File: config.mk
export PLATFORM = sky130hd
export DESIGN_NAME = cpu_clk_ctrl_flat
export DESIGN_NICKNAME = d
export VERILOG_FILES = /design/src/rtl/cpu_clk_ctrl_if.sv /design/src/rtl/cpu_clk_ctrl.sv /design/src/flat_wrapper.sv
export SDC_FILE = /design/constraint.sdc
export NUM_CORES = 1
export LEC_CHECK = 0
export ABC_CLOCK_PERIOD_IN_PS = 1400
export CAP_MARGIN = 15
export CORE_UTILIZATION = 38
export DETAILED_ROUTE_END_ITERATION = 10
export DONT_BUFFER_PORTS = 1
export SLEW_MARGIN = 20
export SYNTH_ARGS = -nofsm -noshare
export SYNTH_HDL_FRONTEND = slang
export SYNTH_SLANG_ARGS = --single-unit
File: constraint.sdc
create_clock -name clk -period 1.4 [get_ports clk]
set_input_delay 0.28 -clock clk [delete_from_list [all_inputs] [get_ports clk]]
set_output_delay 0.28 -clock clk [all_outputs]
set_load 0.02 [all_outputs]
File: src/rtl/cpu_clk_ctrl_if.sv
// Control/status bundle between the board-side switches and cpu_clk_ctrl.
// cyc_cnt is present only when CLK_CTRL_CYCLE_CNT_EN is defined.
interface cpu_clk_ctrl_if #(
  parameter int DIV_W = 32
);
  logic             run;
  logic             step_req;
  logic             sw_slow;
  logic [DIV_W-1:0] clkdiv;
  logic             Clk_CPU;
  logic             cpu_tick;
  logic             step_ack;
  logic [1:0]       state;
`ifdef CLK_CTRL_CYCLE_CNT_EN
  logic [31:0]      cyc_cnt;

  modport master (
    output run, step_req, sw_slow,
    input  clkdiv, Clk_CPU, cpu_tick, step_ack, state, cyc_cnt
  );

  modport slave (
    input  run, step_req, sw_slow,
    output clkdiv, Clk_CPU, cpu_tick, step_ack, state, cyc_cnt
  );
`else
  modport master (
    output run, step_req, sw_slow,
    input  clkdiv, Clk_CPU, cpu_tick, step_ack, state
  );

  modport slave (
    input  run, step_req, sw_slow,
    output clkdiv, Clk_CPU, cpu_tick, step_ack, state
  );
`endif
endinterface

File: src/rtl/cpu_clk_ctrl.sv
// Run/halt/single-step controller: free-running divider, fast/slow tap select, glitch-free gated Clk_CPU.
// Define CLK_CTRL_CYCLE_CNT_EN to add the cyc_cnt output counting cpu_tick pulses since reset.
module cpu_clk_ctrl #(
  parameter int DIV_W    = 32,
  parameter int FAST_TAP = 2,
  parameter int SLOW_TAP = 24
) (
  input  logic          clk,
  input  logic          rst_n,
  cpu_clk_ctrl_if.slave io_bus
);

  typedef enum logic [1:0] {
    ST_HALT   = 2'd0,
    ST_RUN    = 2'd1,
    ST_STEP   = 2'd2,
    ST_SWITCH = 2'd3
  } state_t;

  logic [DIV_W-1:0] r_clkdiv;
  logic [1:0]       r_run_sync;
  logic [1:0]       r_sel_sync;
  logic             r_active_sel;
  logic             r_tap_d;
  logic             r_clk_cpu;
  logic             r_cpu_tick;
  logic             r_step_ack;
  state_t           r_state;

  logic             w_run_s;
  logic             w_sel_s;
  logic             w_sel_diff;
  logic             w_tap;
  logic             w_gate_open;
  logic             w_tap_follow;
  logic             w_clk_nxt;
  logic             w_idle_low;

  // Tap selection and the gated next value of Clk_CPU.
  always_comb begin
    w_run_s     = r_run_sync[1];
    w_sel_s     = r_sel_sync[1];
    w_sel_diff  = w_sel_s ^ r_active_sel;
    if (r_active_sel) begin
      w_tap = r_clkdiv[SLOW_TAP];
    end else begin
      w_tap = r_clkdiv[FAST_TAP];
    end
    w_gate_open = (r_state == ST_RUN) || (r_state == ST_STEP);
    // A low Clk_CPU may only rise on a real tap 0->1 step, never part-way into a tap high phase.
    if (r_clk_cpu) begin
      w_tap_follow = w_tap;
    end else begin
      w_tap_follow = w_tap & ~r_tap_d;
    end
    w_clk_nxt  = w_gate_open & w_tap_follow;
    w_idle_low = ~r_clk_cpu & ~w_tap;
  end

  // Free-running divider, delayed tap and input synchronisers.
  always_ff @(posedge clk or negedge rst_n) begin
    if (!rst_n) begin
      r_clkdiv   <= {DIV_W{1'b0}};
      r_tap_d    <= 1'b0;
      r_run_sync <= 2'b00;
      r_sel_sync <= 2'b00;
    end else begin
      r_clkdiv   <= r_clkdiv + {{(DIV_W-1){1'b0}}, 1'b1};
      r_tap_d    <= w_tap;
      r_run_sync <= {r_run_sync[0], io_bus.run};
      r_sel_sync <= {r_sel_sync[0], io_bus.sw_slow};
    end
  end

  // Run/halt/step/switch FSM with registered clock, tick and ack outputs.
  always_ff @(posedge clk or negedge rst_n) begin
    if (!rst_n) begin
      r_state      <= ST_HALT;
      r_active_sel <= 1'b0;
      r_clk_cpu    <= 1'b0;
      r_cpu_tick   <= 1'b0;
      r_step_ack   <= 1'b0;
    end else begin
      r_clk_cpu  <= w_clk_nxt;
      r_cpu_tick <= w_clk_nxt & ~r_clk_cpu;
      r_step_ack <= 1'b0;
      case (r_state)
        ST_HALT: begin
          if (w_sel_diff) begin
            r_state      <= ST_SWITCH;
            r_active_sel <= w_sel_s;
          end else if (w_run_s) begin
            r_state <= ST_RUN;
          end else if (io_bus.step_req) begin
            r_state <= ST_STEP;
          end else begin
            r_state <= ST_HALT;
          end
        end
        ST_RUN: begin
          if (w_idle_low && w_sel_diff) begin
            r_state      <= ST_SWITCH;
            r_active_sel <= w_sel_s;
          end else if (w_idle_low && !w_run_s) begin
            r_state <= ST_HALT;
          end else begin
            r_state <= ST_RUN;
          end
        end
        ST_STEP: begin
          // The step is complete once its single high phase falls.
          if (r_clk_cpu && !w_tap) begin
            r_state    <= ST_HALT;
            r_step_ack <= 1'b1;
          end else begin
            r_state <= ST_STEP;
          end
        end
        ST_SWITCH: begin
          if (!w_tap) begin
            r_state <= w_run_s ? ST_RUN : ST_HALT;
          end else begin
            r_state <= ST_SWITCH;
          end
        end
        default: begin
          r_state <= ST_HALT;
        end
      endcase
    end
  end

  assign io_bus.clkdiv   = r_clkdiv;
  assign io_bus.Clk_CPU  = r_clk_cpu;
  assign io_bus.cpu_tick = r_cpu_tick;
  assign io_bus.step_ack = r_step_ack;
  assign io_bus.state    = r_state;

`ifdef CLK_CTRL_CYCLE_CNT_EN
  logic [31:0] r_cyc_cnt;

  // Count of cpu_tick pulses since reset, updated on the edge that raises cpu_tick.
  always_ff @(posedge clk or negedge rst_n) begin
    if (!rst_n) begin
      r_cyc_cnt <= 32'd0;
    end else if (w_clk_nxt && !r_clk_cpu) begin
      r_cyc_cnt <= r_cyc_cnt + 32'd1;
    end else begin
      r_cyc_cnt <= r_cyc_cnt;
    end
  end

  assign io_bus.cyc_cnt = r_cyc_cnt;
`endif

endmodule

File: src/flat_wrapper.sv
// flat-port wrapper written by rule: the top's interface ports become plain ports
module cpu_clk_ctrl_flat 
#(
  parameter int DIV_W    = 32,
  parameter int FAST_TAP = 2,
  parameter int SLOW_TAP = 24
)
  (clk, rst_n, io_bus_run, io_bus_step_req, io_bus_sw_slow, io_bus_clkdiv, io_bus_Clk_CPU, io_bus_cpu_tick, io_bus_step_ack, io_bus_state);
  cpu_clk_ctrl_if #(.DIV_W(DIV_W)) io_bus_i ();
  input  logic clk;
  input  logic rst_n;
  input wire logic [$bits(io_bus_i.run)-1:0] io_bus_run;
  input wire logic [$bits(io_bus_i.step_req)-1:0] io_bus_step_req;
  input wire logic [$bits(io_bus_i.sw_slow)-1:0] io_bus_sw_slow;
  output wire logic [$bits(io_bus_i.clkdiv)-1:0] io_bus_clkdiv;
  output wire logic [$bits(io_bus_i.Clk_CPU)-1:0] io_bus_Clk_CPU;
  output wire logic [$bits(io_bus_i.cpu_tick)-1:0] io_bus_cpu_tick;
  output wire logic [$bits(io_bus_i.step_ack)-1:0] io_bus_step_ack;
  output wire logic [$bits(io_bus_i.state)-1:0] io_bus_state;
  assign io_bus_i.run = io_bus_run;
  assign io_bus_i.step_req = io_bus_step_req;
  assign io_bus_i.sw_slow = io_bus_sw_slow;
  assign io_bus_clkdiv = io_bus_i.clkdiv;
  assign io_bus_Clk_CPU = io_bus_i.Clk_CPU;
  assign io_bus_cpu_tick = io_bus_i.cpu_tick;
  assign io_bus_step_ack = io_bus_i.step_ack;
  assign io_bus_state = io_bus_i.state;
  cpu_clk_ctrl #(.DIV_W(DIV_W), .FAST_TAP(FAST_TAP), .SLOW_TAP(SLOW_TAP)) u_core (.clk(clk), .rst_n(rst_n), .io_bus(io_bus_i));
endmodule
==> summary.md <==
| Metric | Value |
|---|---|
| Fin nets | `216` |
| Crit-path max FO | `6` |
| Clock Latency Late Sink | `0.29 ns` |
| Synth top cells by count | `dfrtp_1 (43), xnor2_1 (28), nand3_1 (14)` |
| Layout cells sized above 1 | `around 36%` |
| Max cap viols | `0` |
| Global-route wire length before repair | `approximately 6.4 mm` |
| Total gr overflow | `0` |
| Crit Path Category | `flop to flop` |
| Ys Warns | `0` |
| Final period util | `between 90% and 100%` |
| Yosys top cell area share | `around 56%` |
| Crit start category | `flop` |
| Worst Hold Class | `primary input to flop` |
| Die Span X | `around 73 um` |
| Buffers on Ports | `0` |
| DR iter-0 viols | `82` |
| Worst vdd ir | `559 uV` |
| Static leakage | `about 1.1 nW` |
| Leading post-synthesis cells by cell area | `dfrtp_1 (56%), xnor2_1 (13%), nand4_1 (3.9%)` |
| Setup violators final | `0` |
| Post-layout util | `about half` |
| Seq pwr share | `48.2%` |
| Die height | `73 um` |
| FP Rows | `25` |
| Layout Skew | `0.0119 ns` |
| Vias post-DR | `1366` |
| Status | `complete, no violations` |
| Netlist cell types | `28` |
| Worst Tran Pin Value | `roughly 0.32 ns` |
| Routed vias/inst | `around 5` |
| Area grow syn2layout | `29.0%` |
| Antenna Violating Nets Remaining | `0` |
| Final WL | `a little over 4 mm` |
| Combinational Power Share | `approximately 17%` |
| Max Slew Vio Count | `0` |
| CTS Buf Count | `5` |
| Post-synthesis sequential area ratio | `56.2%` |
| Post-synth EDFFs | `0` |
| # fillers | `around 400` |
| TritonCTS Sinks | `43` |
| I/O Pins | `42` |
| Net switching power | `around 0.70 mW` |
| HPWL after DPL | `2.78 mm` |
| Power share of the clock group | `approximately a third` |
| Synthesis-stage register bit count | `43` |
| Multi-input gate area | `around 820 um2` |
| Max H-tree Level | `2` |
| DIE AREA | `roughly 5300 um2` |
| Crit end category | `flop` |
| CORE AREA | `approximately 4800 um2` |
| RSZ-0062 raised after global routing | `yes` |
| Vias in the first global route | `1399` |
| Internal power | `roughly 2.1 mW` |
| Mean Syn Cell Area | `around 12 um2` |
| Antenna diodes | `0` |
| Seq. cell area | `1090 um2` |
| Largest net degree at the start of global routing | `44` |
| Syn_nets | `about 170` |
| Final worst slack | `~0.037 ns` |
| CP Data Arrival Time | `approximately 1.5 ns` |
| Pre-CTS WS | `-0.00552 ns` |
| CTS Root Cell | `clkbuf_8` |
| CTS tree | `built` |
| Sw Ratio | `roughly 25%` |
| Initial Utilization | `between 40 and 50%` |
| Clk slew on worst S/H paths | `about 0.08 ns` |
| Cell area power density | `about 1100 nW/um2` |
| Most common cell in the netlist | `dfrtp_1` |
| Mapped cell area | `1920 um2` |
| Most common flop cell mapped by yosys | `dfrtp_1` |
| Endpoints failing hold | `0` |
| Antenna violations before repair | `0` |
| GP Congestion | `around 0.77` |
| Min cycle time layout | `about 1.4 ns` |
| Longest Clk Path Bufs | `2` |
| DR WL/cell | `around 15 um` |
| Required time of the worst setup path | `roughly 1.6 ns` |
| Synth area leader | `dfrtp_1` |
| # DRC | `0` |
| Async SR Flop Fraction | `100%` |
| GRT Total Usage | `between 10% and 20%` |
| Achievable frequency | `0.733 GHz` |
| Initial DRT Pass Iterations | `5` |
| Worst slew margin | `around four fifths` |
| Post-Synthesis Cells | `around 160` |
==> stage by stage <==
step | cell area, um2 | total power, mW | TNS [ns] | hold slack [ns] | cells
final | 2470 | 2.81 | 0 | 0.241 | 274
after CTS | 2400 | 2.77 | 0 | 0.000688 | 269
after floorplan | 1930 | 1.64 | -0.0154 | -0.0156 | 159
after global routing | 2470 | 2.97 | -0.0567 | 0.274 | 274
after global placement | 2240 | 1.73 | 0 | -0.0141 | 258
after detailed placement | 2240 | 1.75 | -0.00552 | -0.0142 | 258
==> state kept, by name, indices dropped and copies added, names as in the netlist <==
signal and cells:
u_core.r_run_sync 2, u_core.io_bus.state 2, u_core.r_tap_d 1, u_core.io_bus.cpu_tick 1, u_core.io_bus.clkdiv 32, u_core.r_active_sel 1, u_core.io_bus.Clk_CPU 1, u_core.io_bus.step_ack 1
u_core.r_sel_sync 2
==> area by class of cell <==
type | instances | share of cell area (%)
inverter | 5 | 0.759
clock buffer | 6 | 3.34
clock inverter | 2 | 1.42
tap | 67 | 3.39
multi-input combinational | 109 | 33.1
sequential | 43 | 44.1
timing repair buffer | 42 | 13.9
==> critical path, cell delays in order (launching register included) <==
cell     delay, ns
dfrtp_2       0.47
mux2i_2       0.21
inv_2         0.08
nor2_2        0.11
mux2i_1       0.10
mux2_2        0.27
==> layout by cell type (no fill, tap or decap), drive strengths merged, types with 4 or more instances in the layout <==
| cell type | count |
|---|---|
| nand4 | 12 |
| nor2 | 6 |
| and4 | 6 |
| and2 | 4 |
| nand2 | 8 |
| inv | 5 |
| clkbuf | 6 |
| dfrtp | 43 |
| nand3 | 14 |
| and3 | 10 |
| ha | 5 |
| xnor2 | 28 |
| buf | 39 |
==> cell families after synthesis <==
kind of cell / count (synthesis) / synth area share [%]
compound gates: 7 / 2.22
xor+xnor: 31 / 14.2
fa+ha+maj: 5 / 3.27
buf+inv: 9 / 3.53
flops: 43 / 56.2
mux: 3 / 1.83
simple gates: 61 / 18.8
==> power groups by stage <==
| stage | combinational, mW | sequential [mW] | clock (mW) |
|---|---|---|---|
| floorplan | 0.241 | 1.40 | 0 |
| global route | 0.542 | 1.36 | 1.06 |
| CTS | 0.424 | 1.35 | 1.00 |
| finish | 0.479 | 1.35 | 0.974 |
| detailed placement | 0.381 | 1.37 | 0 |
| global placement | 0.369 | 1.36 | 0 |
==> what timing repair did <==
item | 4_1_cts | 5_1_grt
gates cloned | 0 | 2
setup endpoints to repair | 1 | 15
hold buffers | 2 | 2
gates resized for setup | 1 | 7
buffers inserted | 1 | 1
pin swaps | 0 | 2
endpoints found under the hold margin | 43 | 2
==> worst paths after layout <==
check | start | cells after the start | slack [ns] | end
setup / recovery | u_core.io_bus.clkdiv[24] | 5 | 0.04 | u_core.r_active_sel
hold / removal | io_bus_step_req | 3 | 0.24 | u_core.io_bus.state[1]
setup reg to reg | u_core.io_bus.clkdiv[24] | 5 | 0.04 | u_core.r_active_sel
hold reg to reg | u_core.r_run_sync[0] | 0 | 0.35 | u_core.r_run_sync[1]
max in group asynchronous | rst_n | 2 | 0.70 | u_core.io_bus.clkdiv[0]
min in group asynchronous | rst_n | 2 | 0.48 | u_core.io_bus.clkdiv[14]
==> metal layers <==
metal / up-vias / track usage (%) / wire (um) / share of wire, %
met5: - / 0 / 0 / 0
met3: 4 / 6.63 / 283 / 6.9
met2: 44 / 26.2 / 1940 / 48
li1: 642 / - / - / -
met4: 0 / 6.54 / 40 / 0.98
met1: 676 / 19.2 / 1810 / 44
(Power assumes the default switching activity.)
